===== config.mk =====
export PLATFORM = sky130hd
export DESIGN_NAME = ahb_arb_ctrl
export DESIGN_NICKNAME = d
export VERILOG_FILES = /design/src/rtl/ahb_arb_ctrl.sv
export SDC_FILE = /design/constraint.sdc
export NUM_CORES = 1
export LEC_CHECK = 0
export BUFFER_PORTS_ARGS = -buffer_cell sky130_fd_sc_hd__buf_2
export CAP_MARGIN = 25
export CORE_ASPECT_RATIO = 1.4
export CORE_UTILIZATION = 30
export CTS_BUF_LIST = sky130_fd_sc_hd__clkbuf_4 sky130_fd_sc_hd__clkbuf_8 sky130_fd_sc_hd__clkbuf_16
export CTS_CLUSTER_SIZE = 25
export DETAILED_ROUTE_END_ITERATION = 7
export GPL_TIMING_DRIVEN = 0
export PLACE_DENSITY = 0.62
export SLEW_MARGIN = 15
export SYNTH_ARGS = -nofsm -noshare
export SYNTH_HDL_FRONTEND = slang
export SYNTH_SLANG_ARGS = --single-unit

===== constraint.sdc =====
create_clock -name hclk -period 5.5 [get_ports hclk]
set_input_delay 1.1 -clock hclk [delete_from_list [all_inputs] [get_ports hclk]]
set_output_delay 1.1 -clock hclk [all_outputs]
set_load 0.005 [all_outputs]

===== src/rtl/ahb_arb_ctrl.sv =====
// ahb_arb_ctrl -- grant controller for the 5-master AHB arbiter.
//
// Picks the next bus owner from a ranked priority list and holds the grant
// across fixed-length bursts and locked sequences.
//
// Ports:
//   hclk       bus clock (rising edge)
//   hreset     synchronous active-high reset
//   hbusreq    per-master bus request
//   hlock      per-master lock request
//   htrans     transfer type of the current address phase
//   hburst     burst type of the current address phase
//   hready     bus ready; low freezes every register here
//   prio_list  five one-hot rank slots, [24:20] highest
//   hgrant     registered one-hot grant
//   hmaster    registered address-phase owner index
//   hmastlock  registered lock flag of the address-phase transfer
module ahb_arb_ctrl #(
   parameter int DEFAULT_MST = 0
) (
   input  logic        hclk,
   input  logic        hreset,
   input  logic [4:0]  hbusreq,
   input  logic [4:0]  hlock,
   input  logic [1:0]  htrans,
   input  logic [2:0]  hburst,
   input  logic        hready,
   input  logic [24:0] prio_list,
   output logic [4:0]  hgrant,
   output logic [2:0]  hmaster,
   output logic        hmastlock
);

   localparam logic [4:0] DEF_GRANT = 5'b00001 << DEFAULT_MST;
   localparam logic [2:0] DEF_IDX   = 3'(DEFAULT_MST);

   localparam logic [1:0] TR_IDLE   = 2'b00;
   localparam logic [1:0] TR_BUSY   = 2'b01;
   localparam logic [1:0] TR_NONSEQ = 2'b10;
   localparam logic [1:0] TR_SEQ    = 2'b11;

   typedef enum logic [1:0] {ARB, BURST, LOCKED} state_t;

   state_t     state;
   logic [3:0] beat_cnt;

   function automatic logic is_onehot(input logic [4:0] v);
      return (v != 5'd0) && ((v & (v - 5'd1)) == 5'd0);
   endfunction

   function automatic logic [2:0] oh2idx(input logic [4:0] v);
      logic [2:0] idx;
      idx = 3'd0;
      for (int i = 0; i < 5; i++)
         if (v[i]) idx = 3'(i);
      return idx;
   endfunction

   // Winner: first well-formed slot that matches a request, else the
   // lowest-index requester, else the default master.
   logic [2:0] win_idx;
   logic       win_found;
   always_comb begin
      win_idx   = DEF_IDX;
      win_found = 1'b0;
      for (int s = 4; s >= 0; s--) begin
         if (!win_found && is_onehot(prio_list[s*5 +: 5]) &&
             ((prio_list[s*5 +: 5] & hbusreq) != 5'd0)) begin
            win_idx   = oh2idx(prio_list[s*5 +: 5]);
            win_found = 1'b1;
         end
      end
      if (!win_found && hbusreq != 5'd0) begin
         // descending scan so the lowest set index is written last
         for (int i = 4; i >= 0; i--)
            if (hbusreq[i]) win_idx = 3'(i);
      end
   end

   logic [4:0] win_oh;
   logic       win_lock;
   logic [2:0] cur_idx;
   logic       burst_start;
   logic [3:0] burst_len_m1;

   assign win_oh      = 5'b00001 << win_idx;
   assign win_lock    = hlock[win_idx] & hbusreq[win_idx];
   assign cur_idx     = oh2idx(hgrant);
   assign burst_start = (htrans == TR_NONSEQ) && (hburst[2:1] != 2'b00);

   always_comb begin
      case (hburst[2:1])
         2'b01:   burst_len_m1 = 4'd3;
         2'b10:   burst_len_m1 = 4'd7;
         2'b11:   burst_len_m1 = 4'd15;
         default: burst_len_m1 = 4'd0;
      endcase
   end

   always_ff @(posedge hclk) begin
      if (hreset) begin
         state     <= ARB;
         beat_cnt  <= 4'd0;
         hgrant    <= DEF_GRANT;
         hmaster   <= DEF_IDX;
         hmastlock <= 1'b0;
      end else if (hready) begin
         // Address-phase owner is whoever held the grant before this edge.
         hmaster   <= cur_idx;
         hmastlock <= hlock[cur_idx];
         case (state)
            ARB: begin
               // A locking winner takes priority over a burst start.
               if (win_lock) begin
                  hgrant <= win_oh;
                  state  <= LOCKED;
               end else if (burst_start) begin
                  beat_cnt <= burst_len_m1;
                  state    <= BURST;
               end else begin
                  hgrant <= win_oh;
               end
            end
            BURST: begin
               case (htrans)
                  TR_SEQ: begin
                     if (beat_cnt <= 4'd1) begin
                        // Last beat: new grant visible while the old owner
                        // still issues it.
                        beat_cnt <= 4'd0;
                        hgrant   <= win_oh;
                        state    <= win_lock ? LOCKED : ARB;
                     end else begin
                        beat_cnt <= beat_cnt - 4'd1;
                     end
                  end
                  TR_BUSY: ;
                  default: begin
                     // IDLE or NONSEQ cut the burst short.
                     beat_cnt <= 4'd0;
                     hgrant   <= win_oh;
                     state    <= win_lock ? LOCKED : ARB;
                  end
               endcase
            end
            LOCKED: begin
               // Release and a fresh lock from the winner hand over directly.
               if (!hlock[cur_idx]) begin
                  hgrant <= win_oh;
                  state  <= win_lock ? LOCKED : ARB;
               end
            end
            default: state <= ARB;
         endcase
      end
   end

endmodule


-- Word-level counts from Yosys, hierarchy flattened
Index checks and enable logic that the tools add are counted.
- add/subtract/negate cells: 6
- order comparisons: 3
- eq/ne operators: 15
- shifts and indexed selects: 1
- mux-type cells: 65
- bitwise operators: 11
- reduce and logical (&&, ||, !) cells: 44
- operators by type and width (kind ; number):
    $mux W3 ; 29
    $reduce_bool A5 Y1 ; 11
    $and A5 B5 Y5 ; 10
    $logic_not A5 Y1 ; 5
    $sub A5 B1 Y5 const B ; 5
    $mux W5 ; 4
    $logic_and A1 B1 Y1 ; 16
    $pmux W4 S2 ; 2
    $pmux W5 S3 ; 1
    $mux W1 ; 14
    $mux W4 ; 3
    $pmux W4 S3 ; 1
    $eq A2 B2 Y1 const B ; 5
    $mux W2 ; 5
    $pmux W5 S2 ; 1
    $reduce_and A5 Y1 ; 2
    $bmux W1 S3 ; 3
    $ne A3 B3 Y1 const B ; 3
    $lt A3 B4 Y1 const B ; 2
    $ne A2 B2 Y1 const B ; 4
    $eq A2 B1 Y1 const B ; 3
    $pmux W2 S3 ; 1
    $reduce_and A6 Y1 ; 1
    $logic_not A1 Y1 ; 5
    8 further kinds ; 9
- register bits after elaboration: 15

-- Logic depth before layout (Yosys ltp)
Gate-level depths: netlist (run 1).
- depth in word-level cells: 35
- depth in mapped cells: 12
- gate-level depth less buffers: 10

-- Least setup slack after synthesis (run 1)
OpenSTA, ideal clock, no wires.
- path type: input-to-reg
- from: input hbusreq[0]
- to: register hgrant[1]
- library setup time: 0.071 ns
- data arrival time: 3.770 ns
- data required time: 5.429 ns
- setup slack: 1.660 ns
- stages: 12
- buffers on the path: 2
- cells stage by stage: buf_6 > a22o_1 > o31ai_1 > and3b_1 > buf_6 > or3_1 > o32ai_1 > o21ai_2 > mux2i_1 > o211a_1 > or4_1 > a21oi_1
- word-level cells in the longest chain between the ends: 31
- RTL lines (element ; RTL line ; source):
    from (decl) ; 23 ; input logic [4:0] hbusreq,
    $and A5 B5 Y5 ; 68 ; ((prio_list[s*5 +: 5] & hbusreq) != 5'd0)) begin
    $reduce_bool A5 Y1 ; 68 ;
    $logic_and A1 B1 Y1 ; 67 ; if (!win_found && is_onehot(prio_list[s*5 +: 5]) &&
    $mux W1 ; 67 ;
    $logic_not A1 Y1 ; 67 ;
    $logic_and A1 B1 Y1 (2 in a row) ; 67 ;
    $mux W1 ; 67 ;
    $logic_not A1 Y1 ; 67 ;
    [10 not listed] ; -- ;
    $mux W3 ; 67 ;
    $mux W3 (5 in a row) ; 76 ; if (hbusreq[i]) win_idx = 3'(i);
    $mux W3 ; 73 ; if (!win_found && hbusreq != 5'd0) begin
    $bmux W1 S3 ; 87 ; assign win_lock = hlock[win_idx] & hbusreq[win_idx];
    $mux W1 (implied by the code) ; 87 ;
    $and A1 B1 Y1 ; 87 ;
    $ne A3 B3 Y1 (no line) or $mux W5 (tied branches) ; -- ;
    $reduce_and A6 Y1 (no line) or $pmux W5 S3 (tied branches) ; -- ;
    to (signal assigned) ; 115 ; hgrant <= win_oh;
    to (signal assigned) ; 121 ; hgrant <= win_oh;
    to (signal assigned) ; 131 ; hgrant <= win_oh;
    to (decl) ; 29 ; output logic [4:0] hgrant,
Parallel ways exist; a longest one is shown, timed or not. The select of a mux whose other input is x is not followed.
A chain may end at the register's enable or synchronous reset.

-- Worst setup path after layout (run 1)
- from: input hbusreq[1]
- to: register hgrant[1]
Same word-level chain as after synthesis.

==> summary.txt, run 1 <==
Status: finished, final reports clean
Number of antenna-violating nets in the routed design: 0
Most common library cell in the layout ignoring fill and taps: buf_2
Post-cts sizing count: 0
Fraction of final layout cells with drive strength greater than 1: 0.2039
Mean instance size in the synthesized netlist: 7.290 um^2
Flop and latch count out of synthesis: 15
Area leader, netlist: dfxtp_1
Global-route wire length before repair: 8390 um
Pin count of the biggest net entering global routing: 11
Number of ports placed on the die boundary: 52
Largest clock skew in the final design: 1.264 ps
Share of flip-flops with an asynchronous set or reset after synthesis: 0
Startpoint-to-endpoint class of the critical path: primary input to flop
Setup violation total in the final timing report: 0
Post-synth design cell area: 1888 um^2
Power density normalized to cell area: 186.7 nW/um^2
Area of the placeable core: 5946 um^2
Final HPWL from detailed placement: 4078 um
Clock root buffer master: clkbuf_8
Max Cap Viol: 0
Relative slew margins: 0.5516
Maximum single-stage delay on the critical path: 480 ps
Cell area after placement: 2206 um^2
Highest clock rate: 0.2525 GHz
Fin crit share: 0.7201
Area growth, synth to finish: 19.28%
Primary FF master, synth: dfxtp_1
Static power due to leakage: 0.9560 nW
Starting utilization of the core area: 0.3176
Share of the synthesized area in the top cell type: 0.1590
CTS sink count: 15
Bufs on Longest Clock Path: 2
# rows: 33
Endpoints failing hold: 0
Req. time, crit path: 5690 ps
Overall fraction of global-route tracks in use: 0.1523
H-tree depth reported by CTS: 1
Number of nets in the final layout: 359
Clock latency reported for the late side of the worst-skew pair: 250 ps
Net count after synthesis: 308
Critical path arrival: 4150 ps
Design area: 2252 um^2
Post-CTS setup-driven buffer insertion count: 0
Worst Setup Start Kind: primary input
Top library cells by usage in the layout, fill and taps aside: buf_2 (46), nor2_1 (30), nand2_1 (20), a21oi_1 (17), inv_1 (16)
Number of clock buffers inserted by TritonCTS: 3
Maximum fanout along the worst path: 9
Number of detailed-routing iterations run before antenna repair: 5
Average detailed-routed wire length per instance: 13.44 um
Count of mapped cells out of synthesis: 259
Count of final max-slew check failures: 0
Total number of vias: 2202
Clock tree from TritonCTS: built
Via count of the first global-routing pass: 1960
Unique cell type count in the Yosys netlist: 61
Starting DRT DRC Count: 98
Chip width: 69.05 um
Peak supply drop: 0.1577 mV
Part of the Yosys area used for sequential elements: 0.1590
Placer Congestion: 0.8617
Type of the worst min-delay path: flop to flop
Detailed-route DRC error count: 0
Post-layout min period: 3960 ps
Die height: 95.87 um
Final sum of negative setup slack: 0 ps
Die area: 6619 um^2
Cells traversed along the worst timing path: buf_2, a22o_1, o31ai_1, and3b_1, buf_6, or3_1, o32ai_1, o21ai_2, mux2i_1, o211a_1, or4_1, a21oi_1
Antenna diode instance count: 0
Leading post-synthesis cells by cell area: dfxtp_1 (16%), nor2_1 (6.0%), mux2i_1 (5.3%), a21oi_1 (4.5%), ha_1 (4.0%)
Critical path capture point type: flop
Actual slew at the worst max-slew pin: 664.2 ps
Gr ovfl total: 0
Routed wire length: 5095 um
Yosys warning count: 0
Number of enable-type register cells in the synthesized netlist: 0
# hold bufs at CTS: 0
RSZ-0062 raised after global routing: false
Average via count per standard cell: 5.810
Number of I/O port buffers: 46
CTS clk-pin slew, worst paths: 60 ps
CP max-delay cell: or4_1
Setup slack of the worst register-to-register path: 3020 ps
Number of antenna violations at the first check in global routing: 0
-- per-stage QoR --
stage	utilization	worst slack, ps	instances	power (W)	hold slack [ps]
floorplan	-	1660	259	0.0002680	465.2
global placement	0.3710	1305	375	0.0003276	472.8
detailed placement	0.3710	1280	375	0.0003301	478.3
CTS	0.3788	1530	379	0.0004217	498.3
global route	0.3788	1370	379	0.0004506	523.5
finish	0.3788	1540	379	0.0004204	492.4
-- kinds of logic (layout without fill, tap and decap cells) --
group	after synthesis	count (layout)	share of synthesized area
buffers and inverters	23	73	0.05567
AO/OA/AOI/OAI	98	98	0.3844
XOR/XNOR	5	5	0.02320
adder cells (fa/ha/maj)	6	6	0.03976
flip-flops	15	15	0.1590
AND/OR/NAND/NOR	102	102	0.2850
multiplexers	10	10	0.05302
-- state kept, by name, indices dropped and copies added, names as in the netlist --
| register | count |
|---|---|
| hgrant | 5 |
| beat_cnt | 4 |
| hmaster | 3 |
| state | 2 |
| hmastlock | 1 |
-- worst max-delay path: cells and delay by family --
kind / cells / cell delay [ps]
compound gates: 6 / 1480
simple gates: 3 / 1080
buf+inv: 2 / 300
mux: 1 / 190
-- Yosys cell counts, types with 2 or more instances --
cell,instances
nor2_1,30
nand2_1,20
a21oi_1,17
inv_1,16
dfxtp_1,15
nor3_1,11
mux2i_1,10
o21ai_0,10
nor2b_1,8
o21ai_1,8
a22oi_1,6
ha_1,6
a31oi_1,5
a211oi_1,4
a222oi_1,4
and2_1,4
and3_1,4
clkbuf_1,4
nor3b_1,4
o211a_1,4
or4_1,4
a21o_1,3
a22o_1,3
nand3_1,3
o311a_1,3
o31ai_1,3
xor2_1,3
a211o_1,2
a21oi_2,2
buf_6,2
nand2b_1,2
nand4_1,2
o21a_1,2
o21bai_1,2
o221a_1,2
o22ai_1,2
o2bb2ai_1,2
o32ai_1,2
or3_1,2
xnor2_1,2
-- metal layers --
layer / track usage / part of all wire / wire, um / vias to the layer above
li1: - / - / - / 1098
met3: 0.01257 / 0.044 / 222 / 4
met2: 0.3083 / 0.53 / 2714 / 73
met5: 0 / 0 / 0 / -
met1: 0.1690 / 0.42 / 2120 / 1027
met4: 0.03912 / 0.0075 / 38 / 0
-- power breakdown --
group	switching, W	total, W	leakage (nW)	internal, W
sequential	0.0000101	0.000129	0.122	0.000119
combinational	0.000113	0.000200	0.808	0.0000868
clock	0.0000413	0.0000916	0.0255	0.0000502
total	0.000164	0.000420	0.956	0.000256
-- worst paths after layout --
path / start / cells after the start / end
max: hbusreq[1] / 12 / hgrant[1]
min: hmastlock / 2 / hmastlock
max reg2reg: hgrant[1] / 10 / hgrant[1]
min reg2reg: hmastlock / 2 / hmastlock
-- final cells by class --
type	count	area, um^2
Sequential cell	15	300.3
Clock inverter	1	5.005
Clock buffer	3	41.29
Inverter	16	60.06
Tap cell	70	87.58
Fill cell	647	3694
Buffer	7	45.04
Multi-Input combinational cell	221	1483
Timing Repair Buffer	46	230.2
(Power assumes the default switching activity.)
==> run 2: changes to the inputs <==
ABC_AREA = 1   (was not set)
clock period = 3.92 ns   (was 5.5 ns; I/O delays follow)
==> run 2 against run 1 <==
Area after synthesis shrank 3.7%. Count of clock-buffer cells in the layout is the same. First-iteration DRC count grew 21%. Die area shrank 3.6%. Largest cell class unchanged. Largest power group unchanged.
==> summary.txt, run 2 <==
Yosys warning count: 0 (unchanged)
Clock latency reported for the late side of the worst-skew pair: 240 ps (about the same)
Number of enable-type register cells in the synthesized netlist: 0 (unchanged)
Relative slew margins: 0.5616 (+0.01007)
Antenna diode instance count: 0 (unchanged)
Starting DRT DRC Count: 119 (+21%)
Gr ovfl total: 0 (unchanged)
Via count of the first global-routing pass: 1874 (-4.4%)
Hold path startpoint: hgrant[0]
Largest clock skew in the final design: 0.8681 ps (-0.3955 ps)
Clock root buffer master: clkbuf_8
Chip width: 67.79 um (-1.8%)
Number of I/O port buffers: 47 (+2.2%)
Post-synth design cell area: 1818 um^2 (-3.7%)
Area growth, synth to finish: 20.30%
Top reg by flops: hgrant
Launch point of the critical path: prio_list[15]
Flop and latch count out of synthesis: 15 (unchanged)
Largest registers ranked by flip-flop count: hgrant: 5 flops, beat_cnt: 4 flops, hmaster: 3 flops
Count of final max-slew check failures: 0 (unchanged)
Status: finished, final reports clean
Most frequent cells after synthesis: nand2_1 (96), nor2_1 (49), inv_1 (40)
Share of flip-flops with an asynchronous set or reset after synthesis: 0 (unchanged)
# hold bufs at CTS: 0 (unchanged)
Setup slack after placement: 733.3 ps (-546.3 ps)
Type of the worst min-delay path: flop to flop
Average detailed-routed wire length per instance: 10.32 um (-23%)
Req. time, crit path: 4060 ps (-1630 ps)
Routed wire length: 4593 um (-9.9%)
Startpoint of the lowest-slack register-to-register path: hgrant[2]
Average via count per standard cell: 4.780 (-18%)
H-tree depth reported by CTS: 1 (unchanged)
Part of the Yosys area used for sequential elements: 0.1652 (+0.006130)
Number of nets in the final layout: 425 (+18%)
CTS clk-pin slew, worst paths: 60 ps (about the same)
Highest clock rate: 0.3443 GHz
Max Cap Viol: 0 (unchanged)
Number of ports placed on the die boundary: 52 (unchanged)
Leading post-synthesis cells by cell area: nand2_1 (20%), dfxtp_1 (17%), nor2_1 (10%), inv_1 (8.3%), o21ai_0 (6.1%)
Worst Setup Start Kind: primary input
Number of antenna violations at the first check in global routing: 0 (unchanged)
Unique cell type count in the Yosys netlist: 36 (-41%)
Primary FF master, synth: dfxtp_1
Worst Hold Depth: 2 (unchanged)
Number of clock buffers inserted by TritonCTS: 3 (unchanged)
Die height: 94.11 um (-1.8%)
# rows: 33 (unchanged)
Design area: 2187 um^2 (-2.9%)
Total number of vias: 2127 (-3.4%)
CTS sink count: 15 (unchanged)
Count of mapped cells out of synthesis: 324 (+25%)
Bufs on Longest Clock Path: 2 (unchanged)
Fraction of final layout cells with drive strength greater than 1: 0.2187 (+0.01478)
Net count after synthesis: 373 (+21%)
Static power due to leakage: 1.152 nW (+20%)
Clock tree from TritonCTS: built
Number of antenna-violating nets in the routed design: 0 (unchanged)
Fin crit share: 0.7409
Critical path capture point type: flop
Overall fraction of global-route tracks in use: 0.1521 (-0.0002421)
Peak supply drop: 0.09865 mV (-37%)
Post-CTS setup-driven buffer insertion count: 0 (unchanged)
Mean instance size in the synthesized netlist: 5.611 um^2 (-23%)
Pin count of the biggest net entering global routing: 11 (unchanged)
Number of flip-flops under the largest register name: 5 (unchanged)
Endpoints failing hold: 0 (unchanged)
Startpoint-to-endpoint class of the critical path: primary input to flop
Share of the synthesized area in the top cell type: 0.1982 (+0.03916)
Die area: 6379 um^2 (-3.6%)
Critical path arrival: 3040 ps (-1110 ps)
Placer Congestion: 0.9046 (+5.0%)
Global-route wire length before repair: 7721 um (-8.0%)
Actual slew at the worst max-slew pin: 651.5 ps (-12.69 ps)
Setup violation total in the final timing report: 0 (unchanged)
Detailed-route DRC error count: 0 (unchanged)
Area of the placeable core: 5863 um^2 (-1.4%)
Final critical-path setup slack: 1016 ps (-523.9 ps)
Power density normalized to cell area: 284.8 nW/um^2 (+53%)
RSZ-0062 raised after global routing: false
Post-cts sizing count: 0 (unchanged)
Top-count cell post-synth: nand2_1
Final HPWL from detailed placement: 3840 um (-5.8%)
Cell area after placement: 2141 um^2 (-2.9%)
Post-layout min period: 2904 ps
Number of detailed-routing iterations run before antenna repair: 5 (unchanged)
Top library cells by usage in the layout, fill and taps aside: nand2_1 (96), nor2_1 (49), buf_2 (47), inv_1 (40), o21ai_0 (22)
WHS: 483.6 ps (-8.801 ps)
Starting utilization of the core area: 0.3101 (-0.007478)
Final sum of negative setup slack: 0 ps (unchanged)
Most common library cell in the layout ignoring fill and taps: nand2_1
Maximum fanout along the worst path: 6 (-3)
Area leader, netlist: nand2_1
Worst Reg-to-Reg Cells: 11 (+1)
==> run 2: cell count changes after synthesis, moves of 5 or more <==
| cell | change |
|---|---|
| a31oi_1 | -5 |
| nor2b_1 | -8 |
| mux2i_1 | -10 |
| nor3_1 | -7 |
| nand2_1 | +76 |
| nand3_1 | +16 |
| a22oi_1 | -6 |
| inv_1 | +24 |
| nor2_1 | +19 |
| nand2_2 | +5 |
| o21ai_0 | +12 |
==> run 2: final timing paths <==
| check | to | slack [ps] |
|---|---|---|
| min reg2reg | hgrant[0] | 480 |
| max reg2reg | hgrant[1] | 1610 |
| min | hgrant[0] | 480 |
| max | beat_cnt[3] | 1020 |
==> run 2: routing by layer <==
layer | global-route usage | part of all wire | up-vias
li1 | - | - | 1144
met1 | 0.1694 | 0.44 | 929
met2 | 0.2995 | 0.52 | 52
met3 | 0.009709 | 0.042 | 2
met4 | 0.03125 | 0.0067 | 0
met5 | 0 | 0 | -
==> run 2: area by class of cell <==
type | count | area [um^2]
Sequential cell | 15 | 300.3
Multi-Input combinational cell | 258 | 1306
Tap cell | 70 | 87.58
Buffer | 5 | 37.54
Fill cell | 670 | 3676
Timing Repair Buffer | 47 | 235.2
Inverter | 46 | 173.9
Clock inverter | 1 | 5.005
Clock buffer | 3 | 41.29
==> run 2: metrics by stage <==
step / utilization / std cells / total power [W]
detailed placement: 0.3651 / 441 / 0.0005015
global route: 0.3730 / 445 / 0.0006875
floorplan: - / 324 / 0.0004135
finish: 0.3730 / 445 / 0.0006229
CTS: 0.3730 / 445 / 0.0006297
global placement: 0.3651 / 441 / 0.0004967
==> run 2: power breakdown <==
group | switching (W) | internal (W) | leakage, nW | total [W]
Combinational | 0.000184 | 0.000120 | 1.00 | 0.000305
Sequential | 0.0000181 | 0.000173 | 0.123 | 0.000191
Clock | 0.0000564 | 0.0000703 | 0.0255 | 0.000127
Total | 0.000259 | 0.000364 | 1.15 | 0.000623
==> run 2: worst max-delay path, stage by stage <==
cell and delay (ps):
buf_2 110, nor2_1 180, nand3b_1 100, nand2_1 90, inv_1 40, nand2_1 140
nand2_4 80, nor2_4 120, nand2_1 100, o31ai_1 260, o31ai_1 140, nor2_2 130
inv_1 90, nand2_1 70, nand2_1 50, nand2_1 60, nand2_2 70, nand3_1 90
nand2_2 100, o21ai_0 180, nor2_1 60
==> run 2: cell families (layout without fill, tap and decap cells) <==
group | count (synthesis) | after routing | share of synthesized area
buffers and inverters | 51 | 102 | 0.1163
AND/OR/NAND/NOR | 196 | 196 | 0.5017
adder cells (fa/ha/maj) | 6 | 6 | 0.04129
flip-flops | 15 | 15 | 0.1652
XOR/XNOR | 3 | 3 | 0.01446
AO/OA/AOI/OAI | 53 | 53 | 0.1610
==> run 3: changes to the inputs <==
PLACE_DENSITY = 0.64   (was 0.62)
clock period = 2.6 ns   (was 3.92 ns; I/O delays follow)
==> run 3 against run 2 <==
Routed wire length increased by 6.6%. Core utilization increased by 6.4 points. Setup slack worse by 990 ps. Sequential share of layout area down 2.0 points. First-iteration DRC count down 49%. Power grew 68%. Count of clock-buffer cells in the layout is the same. Register-to-register slack got worse by 1400 ps. Final area increased by 17%. Global-route usage shrank 0.070 points. Flip-flop and latch count is the same. Non-clock buffer count up 8. Largest power group unchanged. Highest routed layer unchanged.
==> summary.txt, run 3 (same netlist as run 2, synthesis figures left out) <==
Chip width: 67.79 um (unchanged)
Area of the placeable core: 5863 um^2 (unchanged)
CTS sink count: 15 (unchanged)
Routed wire length: 4897 um (+6.6%)
Layer with the highest usage: met2
Gr ovfl total: 0 (unchanged)
Highest clock rate: 0.3878 GHz
Proportion of power drawn by flip-flops and latches: 0.274 (-0.033)
Total number of vias: 2153 (+1.2%)
Number of detailed-routing iterations run before antenna repair: 4 (-1)
Status: finished, final reports clean
# rows: 33 (unchanged)
Clock network fraction of total power: 0.184 (-0.019)
Internal power: 0.0006048 W (+66%)
Fill cell count: 615 (-8.2%)
Overall fraction of global-route tracks in use: 0.1514 (-0.0006953)
Routing usage on met2: 0.2855 (-0.01403)
Type of the worst min-delay path: flop to flop
Max Cap Viol: 0 (unchanged)
Clock root buffer master: clkbuf_8
Met3 Resource Use GR: 0.01578 (+0.006068)
Critical path arrival: 2760 ps (-280 ps)
Number of ports placed on the die boundary: 52 (unchanged)
Starting utilization of the core area: 0.3101 (unchanged)
Setup violation total in the final timing report: 0 (unchanged)
Clock tree from TritonCTS: built
Top library cells by usage in the layout, fill and taps aside: nand2_1 (82), nor2_1 (36), inv_1 (35), buf_2 (34), o21ai_0 (18)
Relative slew margins: 0.3547 (-0.2069)
Number of I/O port buffers: 47 (unchanged)
Antenna diode instance count: 0 (unchanged)
Peak supply drop: 0.1290 mV (+31%)
Startpoint-to-endpoint class of the critical path: primary input to flop
Clock latency reported for the late side of the worst-skew pair: 250 ps (about the same)
Starting DRT DRC Count: 61 (-49%)
CTS clk-pin slew, worst paths: 60 ps (about the same)
Placer Congestion: 0.8868 (-2.0%)
Number of clock buffers inserted by TritonCTS: 3 (unchanged)
Power Total: 0.001050 W (+68%)
Bufs on Longest Clock Path: 2 (unchanged)
Average via count per standard cell: 4.753 (-0.57%)
Final sum of negative setup slack: 0 ps (unchanged)
H-tree depth reported by CTS: 1 (unchanged)
Worst Setup Start Kind: primary input
Die height: 94.11 um (unchanged)
Detailed-route DRC error count: 0 (unchanged)
Number of nets in the final layout: 433 (+1.9%)
Average detailed-routed wire length per instance: 10.81 um (+4.7%)
Net switching power: 0.0004447 W (+72%)
RSZ-0062 raised after global routing: true
Largest clock skew in the final design: 3.056 ps (+2.188 ps)
Most common library cell in the layout ignoring fill and taps: nand2_1
Via count of the first global-routing pass: 1902 (+1.5%)
Count of final max-slew check failures: 0 (unchanged)
Number of antenna violations at the first check in global routing: 0 (unchanged)
Pin count of the biggest net entering global routing: 11 (unchanged)
Die area: 6379 um^2 (unchanged)
Comb pwr share: 0.542 (+0.053)
Number of flip-flops under the largest register name: 5 (unchanged)
Post-layout min period: 2578 ps
Req. time, crit path: 2790 ps (-1270 ps)
Largest registers ranked by flip-flop count: hgrant: 5 flops, beat_cnt: 4 flops, hmaster: 3 flops
Actual slew at the worst max-slew pin: 959.1 ps (+307.5 ps)
# hold bufs at CTS: 0 (unchanged)
Maximum fanout along the worst path: 8 (+2)
Static power due to leakage: 1.266 nW (+9.9%)
Global-route wire length before repair: 7741 um (+0.26%)
Area growth, synth to finish: 41.09%
Final core utilization: 0.4375 (+0.06445)
Fraction of final layout cells with drive strength greater than 1: 0.3525 (+0.1338)
Number of antenna-violating nets in the routed design: 0 (unchanged)
Endpoints failing hold: 0 (unchanged)
Final HPWL from detailed placement: 3822 um (-0.49%)
Critical path capture point type: flop
Routing usage on met1: 0.1681 (-0.001326)
Fin crit share: 0.9917
Power density normalized to cell area: 409.2 nW/um^2 (+44%)
Share of total power consumed by net switching: 0.4237 (+0.007883)
Top reg by flops: hgrant
[run 3: cell count changes in the layout (fill, tap and decap cells not counted), moves of 4 or more]
cell	delta
nor2_4	+9
nor2_1	-13
buf_2	-13
nand3_1	-4
buf_6	+8
nand2_4	+4
inv_2	+5
buf_4	+11
nand2_2	+9
inv_1	-5
nor2_2	+4
nand2_1	-14
o21ai_0	-4
[run 3: worst max-delay path, cell delays in order]
cell	delay, ps
buf_6	110
inv_2	40
nand2_1	40
nand2_1	60
nand2_1	60
nor2_2	160
nand3_4	140
nand2_1	90
inv_1	50
o21ai_1	190
o311ai_2	170
o31ai_4	90
o31ai_2	110
nor2_2	160
inv_2	60
nand2_1	60
nand2_1	40
nand2_1	60
nand2_2	80
nand2_4	110
nand2_8	80
nand2_4	100
nand2_1	60
a21oi_2	110
[run 3: routing by layer]
metal  part of all wire  wire, um
met5                  0         0
met4              0.016        80
met3              0.038       188
met2               0.54      2629
met1               0.41      1998
[run 3: power by group through the flow]
stage | sequential [W] | combinational (W) | clock [W]
2_1_floorplan | 0.000288 | 0.000335 | 0
6_report | 0.000287 | 0.000569 | 0.000193
5_1_grt | 0.000293 | 0.000639 | 0.000209
3_5_place_dp | 0.000292 | 0.000463 | 0
4_1_cts | 0.000288 | 0.000489 | 0.000199
3_3_place_gp | 0.000293 | 0.000454 | 0
[run 3: path summary, 6_finish.rpt]
kind         slack, ps          start         to  cells past startpoint
max                 20  prio_list[21]  hgrant[1]                     24
min                470      hgrant[0]  hgrant[0]                      2
max reg2reg        200      hgrant[2]  hgrant[1]                     11
min reg2reg        470      hgrant[0]  hgrant[0]                      2
[run 3: through the flow]
| stage | hold slack, ps | instance area, um^2 | cells | worst slack [ps] |
|---|---|---|---|---|
| after CTS | 473.3 | 2273 | 447 | 20.52 |
| after detailed placement | 453.4 | 2141 | 441 | -347.1 |
| final | 473.6 | 2565 | 453 | 21.63 |
| after floorplan | 462.1 | 1818 | 324 | 96.68 |
| after global placement | 459.8 | 2141 | 441 | -274.6 |
| after global routing | 497.2 | 2565 | 453 | -207.5 |
[run 3: area by class of cell]
cell class                      count  area [um^2]  area share
Timing Repair Buffer               55        369.1      0.1439
Buffer                              5        41.29     0.01610
Clock buffer                        3        41.29     0.01610
Sequential cell                    15        300.3      0.1171
Clock inverter                      1        5.005    0.001951
Inverter                           46        175.2     0.06829
Multi-Input combinational cell    258         1545      0.6024
Tap cell                           70        87.58     0.03415
[run 3: timing repair]
action,CTS,global route
pin swaps,8,28
setup buffers,2,6
gates cloned,0,0
gates resized for setup,19,79
endpoints found under the setup margin,11,11
